### src/rtl/traffic_light_pkg.sv
// rtl/traffic_light_pkg.sv - light encodings, phase order, error bits and FSM states
package traffic_light_pkg;

  typedef logic [1:0] light_t;

  localparam light_t GREEN   = 2'b00;
  localparam light_t YELLOW  = 2'b01;
  localparam light_t RED     = 2'b10;
  localparam light_t ILLEGAL = 2'b11;

  localparam int ERR_ILLEGAL = 0;
  localparam int ERR_SEQ     = 1;
  localparam int ERR_DEC     = 2;
  localparam int ERR_RELOAD  = 3;

  localparam logic [0:0] UNLOCKED = 1'b0;
  localparam logic [0:0] LOCKED   = 1'b1;

  // ILLEGAL maps to itself so an illegal previous code can never be followed legally
  function automatic light_t next_phase(input light_t l);
    case (l)
      GREEN:   next_phase = YELLOW;
      YELLOW:  next_phase = RED;
      RED:     next_phase = GREEN;
      default: next_phase = ILLEGAL;
    endcase
  endfunction

endpackage

### src/rtl/traffic_light_monitor_sat_counter.sv
// rtl/traffic_light_monitor_sat_counter.sv - up counter that sticks at all-ones
module sat_counter #(
  parameter int W = 8
) (
  input  logic         clk,
  input  logic         rst_n,
  input  logic         inc,
  output logic [W-1:0] count
);

  always_ff @(posedge clk or negedge rst_n) begin
    if (!rst_n) begin
      count <= '0;
    end else if (inc && (count != '1)) begin
      count <= count + W'(1);
    end
  end

endmodule

### src/rtl/traffic_light_monitor.sv
// rtl/traffic_light_monitor.sv - passive checker for the traffic-light status interface
module traffic_light_monitor
  import traffic_light_pkg::*;
#(
  parameter int TW    = 8,
  parameter int CYC_W = 16,
  parameter int ERR_W = 8
) (
  input  logic             clk,
  input  logic             rst_n,
  input  logic             en,
  input  logic [1:0]       light,
  input  logic [TW-1:0]    timee,
  input  logic [TW-1:0]    green_time,
  input  logic [TW-1:0]    yellow_time,
  input  logic [TW-1:0]    red_time,
  input  logic             clr_err,
  output logic             locked,
  output logic [1:0]       cur_phase,
  output logic             phase_done,
  output logic [CYC_W-1:0] full_cycles,
  output logic [3:0]       err_flags,
  output logic [ERR_W-1:0] err_cnt
);

  logic [0:0]    state;
  light_t        prev_light;
  logic [TW-1:0] prev_time;
  logic [TW-1:0] cfg_time;
  light_t        want_light;
  logic          same_light, next_light, dec_ok, reload_ok, is_illegal, at_boundary;
  logic [3:0]    errs;
  logic          accept, any_err;

  // Match bits are resolved through if/else so unknown inputs fall to "no match"
  always_comb begin
    want_light  = next_phase(prev_light);
    cfg_time    = '0;
    same_light  = 1'b0;
    next_light  = 1'b0;
    dec_ok      = 1'b0;
    reload_ok   = 1'b0;
    is_illegal  = 1'b0;
    at_boundary = 1'b0;
    case (light)
      GREEN:   cfg_time = green_time;
      YELLOW:  cfg_time = yellow_time;
      RED:     cfg_time = red_time;
      default: cfg_time = '0;
    endcase
    if (light == ILLEGAL)                          is_illegal  = 1'b1;
    if (light == prev_light)                       same_light  = 1'b1;
    if (light == want_light && light != ILLEGAL)   next_light  = 1'b1;
    if (timee == prev_time - TW'(1))               dec_ok      = 1'b1;
    if (timee == cfg_time)                         reload_ok   = 1'b1;
    if (prev_time == '0)                           at_boundary = 1'b1;
  end

  always_comb begin
    errs   = '0;
    accept = 1'b0;
    if (en) begin
      errs[ERR_ILLEGAL] = is_illegal;
      if (at_boundary) begin
        accept = next_light && reload_ok;
        if (state == LOCKED) begin
          errs[ERR_SEQ]    = !next_light;
          errs[ERR_RELOAD] = next_light && !reload_ok;
        end
      end else if (state == LOCKED) begin
        errs[ERR_SEQ] = !same_light;
        errs[ERR_DEC] = !dec_ok;
      end
    end
  end

  assign any_err = |errs;
  assign locked  = (state == LOCKED);

  always_ff @(posedge clk or negedge rst_n) begin
    if (!rst_n) begin
      prev_light  <= GREEN;
      prev_time   <= '0;
      state       <= UNLOCKED;
      cur_phase   <= GREEN;
      phase_done  <= 1'b0;
      full_cycles <= '0;
      err_flags   <= '0;
    end else begin
      prev_light <= light;
      prev_time  <= timee;
      phase_done <= accept && !any_err;
      err_flags  <= (clr_err ? 4'b0000 : err_flags) | errs;
      if (!en || any_err) begin
        state <= UNLOCKED;
      end else if (accept) begin
        state     <= LOCKED;
        cur_phase <= light;
        if (prev_light == RED && light == GREEN) begin
          full_cycles <= full_cycles + CYC_W'(1);
        end
      end
    end
  end

  sat_counter #(.W(ERR_W)) u_err_cnt (
    .clk   (clk),
    .rst_n (rst_n),
    .inc   (any_err),
    .count (err_cnt)
  );

endmodule

### config.mk
export PLATFORM = sky130hd
export DESIGN_NAME = traffic_light_monitor
export DESIGN_NICKNAME = d
export VERILOG_FILES = /design/src/rtl/traffic_light_pkg.sv /design/src/rtl/traffic_light_monitor_sat_counter.sv /design/src/rtl/traffic_light_monitor.sv
export SDC_FILE = /design/constraint.sdc
export NUM_CORES = 1
export LEC_CHECK = 0
export BUFFER_PORTS_ARGS = -buffer_cell sky130_fd_sc_hd__buf_2
export CORE_UTILIZATION = 40
export DETAILED_ROUTE_END_ITERATION = 6
export GPL_ROUTABILITY_DRIVEN = 1
export SLEW_MARGIN = 20
export SYNTH_ARGS = -nofsm -noshare
export SYNTH_HDL_FRONTEND = slang
export SYNTH_SLANG_ARGS = --single-unit
### constraint.sdc
create_clock -name clk -period 5.3 [get_ports clk]
set_input_delay 0 -clock clk [delete_from_list [all_inputs] [get_ports clk]]
set_output_delay 0 -clock clk [all_outputs]
set_load 0.1 [all_outputs]
==> results of run 1 <==
per-layer routing:
layer,global-route usage (%),share of wire [%],vias up
met1,23.8,49,967
li1,-,-,1029
met3,3.44,5.0,8
met2,25.0,45,41
met4,6.43,1.5,0
met5,0,0,-
critical path, stage by stage (launching register included):
cell and delay, ns:
dfrtp_1 0.43, nor4_1 0.49, nand3_1 0.21, nor2_1 0.29
nand2_1 0.16, nor3_4 0.53, mux2_2 0.39
metrics by stage:
stage | setup WS (ns) | utilization [%] | power [uW] | cells | hold WS (ns)
6_report | 2.67 | 51.4 | 867 | 398 | 0.0591
5_1_grt | 2.43 | 51.4 | 913 | 398 | 0.0679
4_1_cts | 2.68 | 51.4 | 878 | 398 | 0.0417
3_5_place_dp | 2.58 | 48.4 | 675 | 381 | 0.204
3_3_place_gp | 2.61 | 48.4 | 673 | 381 | 0.201
2_1_floorplan | 2.97 | - | 612 | 246 | -0.296
synth_stat cells (3+ instances only):
cell / count
inv_1: 8
mux2_2: 3
dfrtp_1: 42
xnor2_1: 26
ha_1: 5
nand4_1: 10
o221ai_1: 8
nand4b_1: 9
mux2i_1: 8
nor3b_1: 8
xor2_1: 11
nor2b_1: 9
buf_6: 3
nand2b_1: 17
nor3_1: 3
o22ai_1: 4
nor2_1: 13
and3_1: 5
nand2_1: 13
nand3_1: 11
o21ai_0: 3
final cells by class:
class	instances	area, um2
clock buffer	5	68.8
clock inverter	2	10.0
fill	576	2910
inverter	8	30.0
multi-input combinational	187	1380
sequential	42	1050
tap	75	93.8
timing repair buffer	79	445
flip-flops by register name, summed over array words and instances, names as in the netlist:
register / cells
cur_phase: 2
err_flags: 4
full_cycles: 16
locked: 1
phase_done: 1
prev_light: 2
prev_time: 8
u_err_cnt.count: 8
logic make-up (layout without fill, tap and decap cells):
group | count (synthesis) | in the layout | synth area share [%]
xor gates and xnor gates | 37 | 37 | 12.8
AOI/OAI and AO/OA | 24 | 24 | 7.92
and+or+nand+nor | 109 | 109 | 26.3
muxes | 12 | 12 | 5.10
adders and majority gates | 5 | 5 | 2.48
buffers and inverters | 17 | 94 | 3.81
DFF | 42 | 42 | 41.6
report_power, final:
group	internal (uW)	switching (uW)
registers	345	28.8
logic	77.5	220
clock network	88.5	107
path summary, 6_finish.rpt:
kind	endpoint	slack, ns	cells after the start
setup / recovery	full_cycles[1]	2.67	6
hold / removal	err_flags[0]	0.06	3
setup reg to reg	full_cycles[1]	2.67	6
hold reg to reg	full_cycles[15]	0.46	1
max in group asynchronous	prev_time[0]	4.31	2
min in group asynchronous	full_cycles[7]	0.38	2
==> summary.txt, run 1 <==
Route
  • First drt pass iteration count: 4
  • Vias after detailed routing: 2045
  • Initial DRC Count: 62
  • Post-DRT Antenna Nets: 0
  • Post-route DRC: 0
  • Drt wl/cell: 12.9 um
  • Avg Vias per Cell: roughly 5.1
  • Final wirelength: between 5000 and 6000 um

STA
  • Final Hold Viols: 0
  • Setup-failing EPs final: 0
  • Final setup skew: just under 0.009 ns
  • Unrepaired setup endpoints after global routing: no
  • Setup TNS Final: 0 ns
  • Worst-Margin Slew: about 0.96 ns
  • Fin. max-slew vios: 0
  • Tmin final: 2.63 ns
  • Slew headroom: 36.3%
  • Final period utilization: 49.5%
  • Max Fclk: 0.381 GHz

Yosys
  • Dominant cell type by area after synthesis: dfrtp_1
  • Synth area leaders: dfrtp_1 (42%), xnor2_1 (9.0%), nand2b_1 (4.2%)
  • Synth cell types: 43
  • Ys async rst share: between 90% and 100%
  • Post-synth EDFFs: 0
  • Sequential fraction of the synthesis area: roughly two fifths
  • Cells after Synth: 246
  • Yosys warnings: 0
  • Yosys top cell area share: between 40% and 50%
  • Main synth FF type: dfrtp_1
  • Yosys reg bits: between 40 and 50
  • Post-Syn Nets: about 290
  • Avg Cell Area, Syn: 10.3 um2
  • Synthesized area: 2530 um2

Worst setup path
  • Data arrival, critical path: approximately 2.8 ns
  • RR Startpoint: prev_time[3]
  • CP startpoint kind: flip-flop
  • Kind of critical path: reg -> reg
  • Critical path origin: prev_time[3]
  • Worst setup EP type: flip-flop
  • CP Max Fanout: 16
  • Worst path required time: 5.48 ns

Clock network
  • CTS Buf Count: 5
  • H-tree depth: 2
  • Max Root-Sink Buffers: 2
  • Clock root cell: clkbuf_8
  • Post-CTS Setup Bufs: 0
  • Worst-path clk slew: 0.08 ns
  • Clk_lat worst skew: roughly 0.3 ns
  • Hold buffers post-CTS: 10
  • CTS tree: yes
  • Post-CTS sizing: 0
  • CTS sink count: 42

Floorplanning
  • DIE WIDTH: 81.5 um
  • Die Ht: 81.5 um
  • Initial Util: a little over two fifths
  • # IOs: 70
  • Die area: 6640 um2
  • Core area: 5990 um2
  • FP Rows: 28

Global route
  • First-pass GRT wire length: roughly 8500 um
  • Total grt overflow: 0
  • Largest net degree at the start of global routing: 43
  • Initial antenna violation count: 0
  • Total GRT Usage: roughly 17%
  • Vias in the first global route: about 1800

Cells and area
  • Commonest non-fill, non-tap cell in the layout: buf_2
  • Design area: slightly above 3000 um2
  • Nets: around 370
  • N_diodes: 0
  • P&R area growth vs syn: 21.8%
  • Commonest non-fill, non-tap cells in the layout: buf_2 (69), dfrtp_1 (42), xnor2_1 (26)
  • Layout cells sized above 1: 26.3%

Flow run
  • Max capacitance violation total: 0

Placed design
  • Port bufs: 69
  • RePlAce Congestion: between 0.8 and 0.9
  • Post-DP HPWL: 3710 um
  • DP Area: 2900 um2

Power
  • Leakage power: ~0.0015 uW
  • Pwr dens: 282 nW/um2
  • Maximum vdd drop: about 250 uV

Worst hold path
  • Hold Path Class: in -> reg
  • Source of the worst hold timing path: en

Run status
  • Outcome: finished clean
Power figures use the tool's default switching activity.
==> inputs of run 2 (changes only) <==
==> constraint.sdc (replaced) <==
create_clock -name clk -period 2.5 [get_ports clk]
set_input_delay 0 -clock clk [delete_from_list [all_inputs] [get_ports clk]]
set_output_delay 0 -clock clk [all_outputs]
set_load 0.1 [all_outputs]
==> summary.txt, run 2 (same netlist as run 1, synthesis figures left out) <==
Cells and area
  • N_diodes: 0 (unchanged)
  • Max FFs per register: 16 (unchanged)
  • Register area: 1050 um2 (unchanged)
  • Most flops, register: full_cycles
  • Layout cells sized above 1: 30.1% (+3.7 points)
  • Top Registers: full_cycles (16), prev_time (8), u_err_cnt.count (8)
  • Commonest non-fill, non-tap cells in the layout: buf_2 (69), dfrtp_1 (42), xnor2_1 (26)
  • FILL cells: 575 (-0.17%)
  • Commonest non-fill, non-tap cell in the layout: buf_2
  • Post-Layout Cell Count: 411 (+3.3%)
  • P&R area growth vs syn: 27.1%
  • Nets: 378 (+3.3%)
  • Multi-input gate area: 1390 um2 (+1.0%)
  • Core Util, Final: 53.6% (+2.2 points)

Global route
  • Largest net degree at the start of global routing: 43 (unchanged)
  • Met3 Use GR: 3.33% (-0.11 points)
  • Grt met1 use: 24.6% (+0.77 points)
  • Total GRT Usage: 17.6% (+0.75 points)
  • Total grt overflow: 0 (unchanged)
  • Vias in the first global route: 1933 (+5.2%)
  • First-pass GRT wire length: 8920 um (+5.0%)
  • GR Layer Usage met2: 27.3% (+2.3 points)
  • Initial antenna violation count: 0 (unchanged)
  • GR peak layer: met2

STA
  • Slew headroom: 37.1% (+0.82 points)
  • Worst-Margin Slew: 0.943 ns (-0.0123 ns)
  • Fin. max-slew vios: 0 (unchanged)
  • Setup WS post-layout: 0.126 ns (-2.55 ns)
  • Final period utilization: 95.0% (+45 points)
  • Final Hold Viols: 0 (unchanged)
  • Setup-failing EPs final: 0 (unchanged)
  • Max Fclk: 0.421 GHz (+11%)
  • Final setup skew: 0.00753 ns (-0.00119 ns)
  • Tmin final: 2.37 ns (-0.251 ns)

Worst setup path
  • CP Max Fanout: 6 (-10)
  • Data arrival, critical path: 2.55 ns (-0.26 ns)
  • Worst setup EP type: flip-flop
  • Worst path required time: 2.67 ns (-2.81 ns)
  • Kind of critical path: reg -> reg
  • CP startpoint kind: flip-flop

Route
  • Initial DRC Count: 73 (+18%)
  • Post-route DRC: 0 (unchanged)
  • Post-DRT Antenna Nets: 0 (unchanged)
  • First drt pass iteration count: 4 (unchanged)
  • Avg Vias per Cell: 5.07 (-1.3%)
  • Final wirelength: 5360 um (+4.3%)
  • Drt wl/cell: 13.0 um (+1.0%)
  • Vias after detailed routing: 2085 (+2.0%)

Floorplanning
  • FP Rows: 28 (unchanged)
  • # IOs: 70 (unchanged)
  • Initial Util: 42.2% (unchanged)
  • DIE WIDTH: 81.5 um (unchanged)
  • Core area: 5990 um2 (unchanged)
  • Die Ht: 81.5 um (unchanged)
  • Die area: 6640 um2 (unchanged)

Flow run
  • Max capacitance violation total: 0 (unchanged)

Worst hold path
  • Hold Path Class: in -> reg

Clock network
  • Max Root-Sink Buffers: 2 (unchanged)
  • Clk_lat worst skew: 0.29 ns (about the same)
  • CTS Buf Count: 5 (unchanged)
  • CTS sink count: 42 (unchanged)
  • Clock root cell: clkbuf_8
  • H-tree depth: 2 (unchanged)
  • Worst-path clk slew: 0.08 ns (about the same)
  • CTS tree: yes

Power
  • Logic pwr share: 32.9% (-1.4 points)
  • Flop pwr share: 40.2% (-2.9 points)
  • Sw frac: 39.1% (-2.0 points)
  • Pwr dens: 612 nW/um2 (+120%)
  • Power Internal: 1200 uW (+130%)
  • Clock power share: 27.0% (+4.4 points)
  • NetSw: 768 uW (+120%)
  • Leakage power: 0.00154 uW (+5.0%)
  • Pwr Total: 1970 uW (+130%)
  • Maximum vdd drop: 565 uV (+120%)

Placed design
  • Post-DP HPWL: 3980 um (+7.3%)
  • RePlAce Congestion: 0.758 (-5.7%)
  • Port bufs: 69 (unchanged)
  • DP Cell Count: 390 (+2.4%)
  • Place WS: -0.00460 ns (-2.58 ns)

Run status
  • Outcome: finished clean
## run 2: changes by cell type in the layout (fill, tap and decap cells not counted)
cell and change:
buf_4 +12, nor4bb_2 +1, nor4bb_1 -1, nor2_1 -1, nor2_2 +1, nor3b_2 +1, nor3b_1 -1, bufinv_16 +1
## run 2: final cells by class
class | instances | area share, %
flip-flops and latches | 42 | 32.7
repair buffers | 91 | 16.7
clock buffers | 5 | 2.14
well taps | 75 | 2.92
clock inverters | 3 | 1.25
inverters | 8 | 0.935
multi-input cells | 187 | 43.4
## run 2: metrics by stage
step	hold WS, ns	setup TNS (ns)	area, um2
2_1_floorplan	-0.296	0	2530
3_3_place_gp	0.200	0	2970
3_5_place_dp	0.206	-0.00460	2970
4_1_cts	0.0234	0	3180
5_1_grt	0.0756	-0.0576	3210
6_report	0.0381	0	3210
## run 2: path summary, 6_finish.rpt
path                            slack, ns            start                 end  cells after the start
worst max-delay path                 0.13     prev_time[0]  u_err_cnt.count[5]                      8
worst min-delay path                 0.04               en        err_flags[0]                      3
worst max register to register       0.13     prev_time[0]  u_err_cnt.count[5]                      8
worst min register to register       0.47  full_cycles[15]     full_cycles[15]                      1
max in group asynchronous            1.53            rst_n      full_cycles[3]                      2
min in group asynchronous            0.39            rst_n      full_cycles[4]                      2
## run 2: worst max-delay path, stage by stage, from the launching register on
cell,delay [ns]
dfrtp_1,0.42
or3_1,0.38
or4_1,0.47
nand3_1,0.11
a41oi_1,0.18
a311oi_4,0.30
buf_4,0.20
nor3_1,0.06
xor2_1,0.13
## run 2: repair_timing
action                                  in CTS  in global routing
endpoints found under the setup margin       0                 21
gates resized for setup                      0                  3
hold endpoints to repair                    52                  0
hold buffers                                10                  0
buffers inserted                             0                  3
## run 2: metal layers
layer	vias up	wire, um
li1	1060	-
met1	981	2630
met2	41	2470
met3	3	209
met4	0	43
met5	-	0
## run 2: power groups by stage
stage	Combinational, uW	Sequential [uW]	Clock, uW
floorplan	181	1120	0
global placement	633	802	0
detailed placement	634	804	0
CTS	648	791	550
global route	689	800	576
finish	646	790	530
